$ cat src/rtl/hazard_detection_unit.sv
// hazard_detection_unit
//
// Stall, flush and halt controller for the five-stage MIPS pipeline. It sits beside
// the ID stage and covers the dependences that forwarding cannot:
//   - load-use: one stall cycle;
//   - ALU->branch resolved in ID: one stall cycle;
//   - load->branch: two stall cycles (RUN stall followed by HOLD).
// It flushes IF/ID on taken branches and jumps. On HALT it drains the pipeline for
// DRAIN_CYCLES enabled cycles and then reports `halted` until reset.
//
// Ports:
//   clk, reset             clock (rising edge), synchronous active-high reset
//   enable                 debug step/run enable; low freezes state and zeroes controls
//   reg_write_from_ex      EX instruction writes a register
//   mem_read_from_ex       EX instruction is a load
//   reg_dst_add_from_ex    EX destination register
//   reg_rs_add_from_dec    ID rs
//   reg_rt_add_from_dec    ID rt
//   uses_rt_from_dec       ID instruction reads rt
//   branch_from_dec        ID instruction is a conditional branch
//   branch_taken_from_dec  branch resolved taken in ID
//   jump_from_dec          ID instruction is a jump
//   halt_from_dec          ID instruction is HALT
//   pc_write               PC update enable
//   if_id_write            IF/ID write enable
//   id_ex_bubble           zero the ID/EX control fields
//   if_id_flush            clear IF/ID to a NOP
//   halted                 pipeline drained after HALT (registered)
//   stall_count            saturating count of stall cycles since reset (registered)

module hazard_detection_unit #(
  parameter int unsigned ADDR_BITS     = 32,
  parameter int unsigned REG_ADD_WIDTH = 5,
  parameter int unsigned CNT_WIDTH     = 32,
  parameter int unsigned DRAIN_CYCLES  = 3
) (
  input  logic                 clk,
  input  logic                 reset,
  input  logic                 enable,
  input  logic                 reg_write_from_ex,
  input  logic                 mem_read_from_ex,
  input  logic [ADDR_BITS-1:0] reg_dst_add_from_ex,
  input  logic [ADDR_BITS-1:0] reg_rs_add_from_dec,
  input  logic [ADDR_BITS-1:0] reg_rt_add_from_dec,
  input  logic                 uses_rt_from_dec,
  input  logic                 branch_from_dec,
  input  logic                 branch_taken_from_dec,
  input  logic                 jump_from_dec,
  input  logic                 halt_from_dec,
  output logic                 pc_write,
  output logic                 if_id_write,
  output logic                 id_ex_bubble,
  output logic                 if_id_flush,
  output logic                 halted,
  output logic [CNT_WIDTH-1:0] stall_count
);

  localparam int unsigned DrainW = $clog2(DRAIN_CYCLES + 1);
  localparam logic [DrainW-1:0] DrainInit = DrainW'(DRAIN_CYCLES);

  typedef enum logic [1:0] {StRun, StHold, StDrain, StHalted} state_e;

  state_e                state_q;
  logic [DrainW-1:0]     drain_q;
  logic                  halted_q;
  logic [CNT_WIDTH-1:0]  stall_count_q, stall_count_d;

  // Address comparison on the low register-index bits only; r0 never matches.
  logic [REG_ADD_WIDTH-1:0] dst, rs, rt;
  logic                     rs_eq, rt_eq;
  logic                     m_rs, m_rt, lu, br, brl, haz;
  logic                     stall;

  assign dst = reg_dst_add_from_ex[REG_ADD_WIDTH-1:0];
  assign rs  = reg_rs_add_from_dec[REG_ADD_WIDTH-1:0];
  assign rt  = reg_rt_add_from_dec[REG_ADD_WIDTH-1:0];

  assign rs_eq = (|dst) && (rs == dst);
  assign rt_eq = (|dst) && (rt == dst);

  assign m_rs = rs_eq;
  assign m_rt = uses_rt_from_dec && rt_eq;
  assign lu   = mem_read_from_ex && (m_rs || m_rt);
  // Branches compare both operands, so rt counts regardless of uses_rt.
  assign br   = branch_from_dec && reg_write_from_ex && (rs_eq || rt_eq);
  assign brl  = br && mem_read_from_ex;
  assign haz  = lu || br;

  if (ADDR_BITS > REG_ADD_WIDTH) begin : g_unused_hi
    logic unused_addr_hi;
    assign unused_addr_hi = ^{reg_dst_add_from_ex[ADDR_BITS-1:REG_ADD_WIDTH],
                              reg_rs_add_from_dec[ADDR_BITS-1:REG_ADD_WIDTH],
                              reg_rt_add_from_dec[ADDR_BITS-1:REG_ADD_WIDTH]};
  end

  // Control outputs are combinational from state and inputs.
  always_comb begin
    pc_write     = 1'b0;
    if_id_write  = 1'b0;
    id_ex_bubble = 1'b0;
    if_id_flush  = 1'b0;
    stall        = 1'b0;
    if (enable) begin
      unique case (state_q)
        StRun: begin
          if (haz) begin
            id_ex_bubble = 1'b1;
            stall        = 1'b1;
          end else if (halt_from_dec) begin
            // HALT proceeds into EX while the front end freezes.
          end else begin
            pc_write    = 1'b1;
            if_id_write = 1'b1;
            if_id_flush = jump_from_dec || (branch_from_dec && branch_taken_from_dec);
          end
        end
        StHold: begin
          id_ex_bubble = 1'b1;
          stall        = 1'b1;
        end
        StDrain, StHalted: begin
          id_ex_bubble = 1'b1;
        end
        default: ;
      endcase
    end
  end

  always_comb begin
    stall_count_d = stall_count_q;
    if (stall && (stall_count_q != {CNT_WIDTH{1'b1}})) begin
      stall_count_d = stall_count_q + 1'b1;
    end
  end

  always_ff @(posedge clk) begin
    if (reset) begin
      state_q       <= StRun;
      drain_q       <= DrainInit;
      halted_q      <= 1'b0;
      stall_count_q <= '0;
    end else if (enable) begin
      stall_count_q <= stall_count_d;
      unique case (state_q)
        StRun: begin
          if (haz) begin
            if (brl) state_q <= StHold;
          end else if (halt_from_dec) begin
            state_q <= StDrain;
            drain_q <= DrainInit;
          end
        end
        StHold: state_q <= StRun;
        StDrain: begin
          if (drain_q == DrainW'(1)) begin
            state_q  <= StHalted;
            halted_q <= 1'b1;
          end else begin
            drain_q <= drain_q - 1'b1;
          end
        end
        StHalted: ;
        default: state_q <= StRun;
      endcase
    end
  end

  assign halted      = halted_q;
  assign stall_count = stall_count_q;

endmodule
$ cat config.mk
export PLATFORM = sky130hd
export DESIGN_NAME = hazard_detection_unit
export DESIGN_NICKNAME = d
export VERILOG_FILES = /design/src/rtl/hazard_detection_unit.sv
export SDC_FILE = /design/constraint.sdc
export NUM_CORES = 1
export LEC_CHECK = 0
export ABC_AREA = 1
export BUFFER_PORTS_ARGS = -buffer_cell sky130_fd_sc_hd__buf_4
export CAP_MARGIN = 25
export CORE_MARGIN = 3
export CORE_UTILIZATION = 30
export CTS_BUF_LIST = sky130_fd_sc_hd__clkbuf_4 sky130_fd_sc_hd__clkbuf_8 sky130_fd_sc_hd__clkbuf_16
export DETAILED_ROUTE_END_ITERATION = 12
export GPL_TIMING_DRIVEN = 0
export PLACE_DENSITY = 0.69
export SYNTH_ARGS = -nofsm -noshare
export SYNTH_HDL_FRONTEND = slang
export SYNTH_SLANG_ARGS = --single-unit
export TNS_END_PERCENT = 50
$ cat constraint.sdc
create_clock -name clk -period 2.14 [get_ports clk]
set_input_delay 0.321 -clock clk [delete_from_list [all_inputs] [get_ports clk]]
set_output_delay 0.321 -clock clk [all_outputs]
set_load 0.02 [all_outputs]
; ---- After elaboration in Yosys (flattened, before gate mapping)
; Cells that the tools add are included.
[word_totals]
register_bits = 37
in_bits = 106
out_inout_bits = 37
wordCells = 63
[op_classes]
n_addsub = 2
n_eq_ne = 13
n_mux = 22
reduce_logical = 22
[op_table]
columns = operator, n
row1 = $add 32x1->32 const B, 1
row2 = $ne 32x32->1 const B, 1
row3 = $mux 2, 7
row4 = $mux 1, 11
row5 = $eq 5x5->1, 2
row6 = $reduce_and 5->1, 2
row7 = $logic_and 1x1->1, 9
row8 = $ne 2x2->1 const B, 4
row9 = $ne 3x3->1 const B, 2
row10 = $pmux 2 s3, 1
row11 = $reduce_or 5->1, 1
row12 = $eq 2x1->1 const B, 2
row13 = $eq 2x2->1 const B, 2
row14 = $logic_or 1x1->1, 4
row15 = $pmux 1 s2, 2
row16 = $pmux 2 s2, 1
row17 = $reduce_and 3->1, 1
row18 = $reduce_bool 3->1, 1
row19 = $reduce_or 3->1, 1
row20 = $logic_not 2->1, 1
row21 = $reduce_and 2->1, 1
row22 = $reduce_bool 2->1, 1
row23 = $sub 2x1->2 const B, 1

; ---- Depth between registers and ports, before layout
[depth]
depth_word = 11
depth_mapped = 15
mapped_depth_nobuf = 15

; ---- Worst setup path before layout
; OpenSTA, ideal clock, no wires.
[synth_path]
path_type = flip-flop to flip-flop
start = register stall_count_q[0], in the netlist stall_count[0]
end = register stall_count_q[24], in the netlist stall_count[24]
setup_ns = 0.132
t_arrival_ns = 1.763
required_time_ns = 2.008
slack_ns = 0.244
path_stages_with_launch = 10
n_path_buf = 1
synth_period_minus_slack_ns = 1.896
path_cell_list = dfxtp_1 > ha_1 > nand3_2 > nor2_4 > nand4_1 > o21ai_1 > inv_2 > clkbuf_1 > nand3_1 > a21oi_1
[synth_via]
elab_chain_len = 3
word_cells_on_any_way = 4
classes_between = add/sub (1) / eq/ne (1) / reduce/logical (2)
[synth_lines]
columns = item, line_no
row1 = from (decl), 66  ; logic [CNT_WIDTH-1:0] stall_count_q, stall_count_d;
row2 = from (signal assigned), 143  ; stall_count_q <= stall_count_d;
row3 = branches (longest 3 deep; another with $add 32x1->32), n/a
; Parallel ways; which one is timed is not known.
; A chain may end at the register's enable or synchronous reset.

; ---- Worst setup path in the final report
[layout_path]
start = register state_q[0]
end = output port pc_write
[layout_via]
elab_chain_len = 3
[layout_lines]
columns = item, line_no
row1 = from (decl), 63  ; state_e state_q;
row2 = from (signal assigned), 138  ; state_q <= StRun;
row3 = from (signal assigned), 147  ; if (brl) state_q <= StHold;
row4 = from (signal assigned), 149  ; state_q <= StDrain;
row5 = $logic_not 2->1, 104  ; unique case (state_q)
row6 = $mux 1, 104
row7 = $mux 1, 103  ; if (enable) begin
row8 = to (decl), 50  ; output logic pc_write,
; Every way passes these cells.

==> impl_results.md <==
- Arr. time, crit path: roughly 1700 ps
- Post-synth EDFFs: 0
- Unique masters post-synth: 27
- Period utilization: 0.927
- Post-synth top cells: nand2_1 (104), nor2_1 (53), nand3_1 (44)
- Synth area leader: dfxtp_1
- Sequential fraction of the synthesis area: 0.284
- Hold_ws: ~340 ps
- Worst-margin pin slew: approximately 580 ps
- Vias/cell: between 4 and 5
- Most frequent cell after synthesis: nand2_1
- DR pass1 iterations: 4
- Crit. Startpoint: state_q[0]
- Slew Limit Fails: 0
- Inserted Clock Buffers: 5
- Top-area cell type share of the netlist area: 0.284
- P_leak: ~1.4 nW
- DRT Wirelength: between 7 and 8 mm
- WS Path Type: reg -> out
- CP delay by family, top: buffers and inverters
- Synth Flop Type: dfxtp_1
- Crit path buf inv count: 4
- Max VDD drop: about 230 uV
- Post-route ant nets: 0
- Core ar.: around 8300 sq um
- CP max FO: 4
- RSZ-0062 raised after global routing: no
- Mux cell area share after synthesis: 0
- Share of layout cells above drive strength 1: 0.208
- Yosys warns: 0
- Clock-pin transition on the worst setup and hold timing paths: 70 ps
- Syn Nets: ~520
- Clock latency on the worst-skew pair: 290 ps
- Row count: 33
- Number of DRC markers in iteration 0: about 130
- Total congestion overflow: 0
- Simple-gate portion of the synthesized area: 0.402
- Via count: around 2.8k
- Port bufs: 60
- Worst path slowest cell: dfxtp_1
- Slew HR: 0.614
- Number of global-route vias before repair: 2,601
- Die W: slightly below 100 microns
- Setup-failing EPs final: 0
- Detail Placement HPWL: 6.11 mm
- Synth Instances: between 400 and 500
- Compound-Gate Fraction of Synth Area: 0.0728
- Outcome: completed
- Final min period: 1980 ps
- FF+latch count, synth: 37
- Xor/xnor share of the synthesized area: 0.127
- Ys async rst share: 0
- Post-Syn Area per Cell: 6.45 sq um
- Synth Cell Area: 2610 sq um
- CTS root buffer: clkbuf_8
- Required @ worst endpoint: 1820 ps
- DR WL/cell: ~13 microns
- Area delta synth->final: 27.6%
- Die area: roughly 9900 sq um
- IO Pins: about 140
- Fmax: 504 MHz
- Top post-synthesis cells by area: dfxtp_1 (28%), nand2_1 (15%), nand3_1 (8.4%)
- Reg-to-Reg End: stall_count[24]
- Max clock buf depth: 2
- Worst Hold Class: in -> reg
- Starting density of the core: 0.313
- PwrDens: 469 nW/um^2
- Largest net degree at the start of global routing: 13
- N_diodes: 0
- Setup crit start kind: register
- Fin cells: 581
- Crit end category: output pin
- Clock skew: between 7 and 8 ps
- Final nets: 588
- H-Tree Depth: 2
- Adder-cell share of the synthesized area: 0.0335
- Maxcap violations: 0
- Finished Core Util: 0.400
- First-pass GRT wire length: 12.5 mm
- Placer Congestion: ~0.9
- Hold Startpoint: enable
- Largest stage delay on the critical path: about 330 ps
- Initial antenna violation count: 0
- Sink Count: 37
- Chip height: just under 100 microns
- Inst Count DP: between 500 and 600
- Hold EP: halted
- Largest family of logic cells by synthesized area: simple AND/OR/NAND/NOR gates
- Pwr Total: 0.00156 W
- R2r startpoint: stall_count[0]
- Reg2reg path depth: 9
- Fin. Hold Viols: 0
- Reg2reg setup slack: between 150 and 200 ps
- Residual DRC count: 0
- Gr usage total: 0.156
- Hold Crit Depth: 3
- CTS tree: done
- Worst-path cell chain: inv_1, ha_2, inv_1, nor2_1, nand3_1, nor2_1, buf_4, buf_4
==> cell families after synthesis <==
group / after synthesis
adders and majority gates: 7
and+or+nand+nor: 236
AOI/OAI and AO/OA: 38
DFF: 37
buffers and inverters: 49
xor gates and xnor gates: 38
==> layer usage <==
layer | up-vias | global-route usage | wire, microns
met2 | 57 | 0.246 | 3560
li1 | 1442 | - | -
met1 | 1286 | 0.214 | 3600
met3 | 11 | 0.0295 | 347
met4 | 0 | 0.0494 | 125
met5 | - | 0 | 0
==> metrics by stage <==
step | area (sq um) | setup slack (ps) | TNS (ps)
4_1_cts | 3290 | 17.4 | 0
2_1_floorplan | 2610 | 244 | 0
3_5_place_dp | 3190 | -108 | -2350
6_report | 3330 | 155 | 0
3_3_place_gp | 3190 | -117 | -2910
5_1_grt | 3330 | 3.91 | 0
==> final cells by class <==
type / count / area, sq um
Timing Repair Buffer: 63 / 473
Buffer: 15 / 86.3
Fill cell: 902 / 5010
Multi-Input combinational cell: 319 / 1690
Inverter: 34 / 128
Clock inverter: 3 / 17.5
Sequential cell: 37 / 743
Clock buffer: 5 / 68.8
Tap cell: 105 / 131
==> cells in the final DEF, fill, tap and decap left out, types with 2 or more instances in the layout <==
master,synthesis,final
nand2_1,104,104
buf_4,7,70
nor2_1,53,53
nand3_1,44,44
dfxtp_1,37,35
a21oi_1,34,34
inv_1,33,33
xor2_1,24,24
xnor2_1,14,14
nand4_1,12,12
nor3_1,9,8
clkbuf_1,6,5
ha_1,7,5
clkbuf_8,0,5
nand2_2,3,3
nand3_2,3,3
o21ai_0,3,3
nor2_2,2,2
buf_2,1,2
clkinv_2,0,2
dfxtp_2,0,2
==> state kept, by name, summed over array words and instances, names as in the netlist <==
register,count
stall_count,32
halted,1
drain_q,2
state_q,2
==> what timing repair did <==
item | in CTS | in global routing
resized for setup | 4 | 5
pin swaps | 0 | 1
hold endpoints to repair | 0 | 0
hold buffers | 0 | 0
setup endpoints to repair | 30 | 31
setup buffers | 0 | 3
==> worst register-to-register path: cells and delay by family (launching register included) <==
kind / cells / cell delay (ps)
flip-flops: 1 / 420
AO/OA/AOI/OAI: 2 / 230
buffers and inverters: 2 / 320
adder cells (fa/ha/maj): 1 / 200
AND/OR/NAND/NOR: 4 / 640
==> report_power, final <==
part	leakage, nW	switching [W]	total (W)	internal, W
clock	0.0439	0.000263	0.000488	0.000225
sequential	0.300	0.0000178	0.000725	0.000707
combinational	1.08	0.000208	0.000351	0.000143
total	1.42	0.000489	0.00156	0.00107
==> worst max-delay path by stage <==
stage                       to  slack (ps)  cells after the start
3_3_place_gp   stall_count[18]        -120                      9
5_1_grt               pc_write           4                      8
2_1_floorplan  stall_count[24]         240                      9
3_5_place_dp   stall_count[13]        -110                      9
4_1_cts        stall_count[24]          20                      9
6_report              pc_write         160                      8
(Power assumes the default switching activity.)
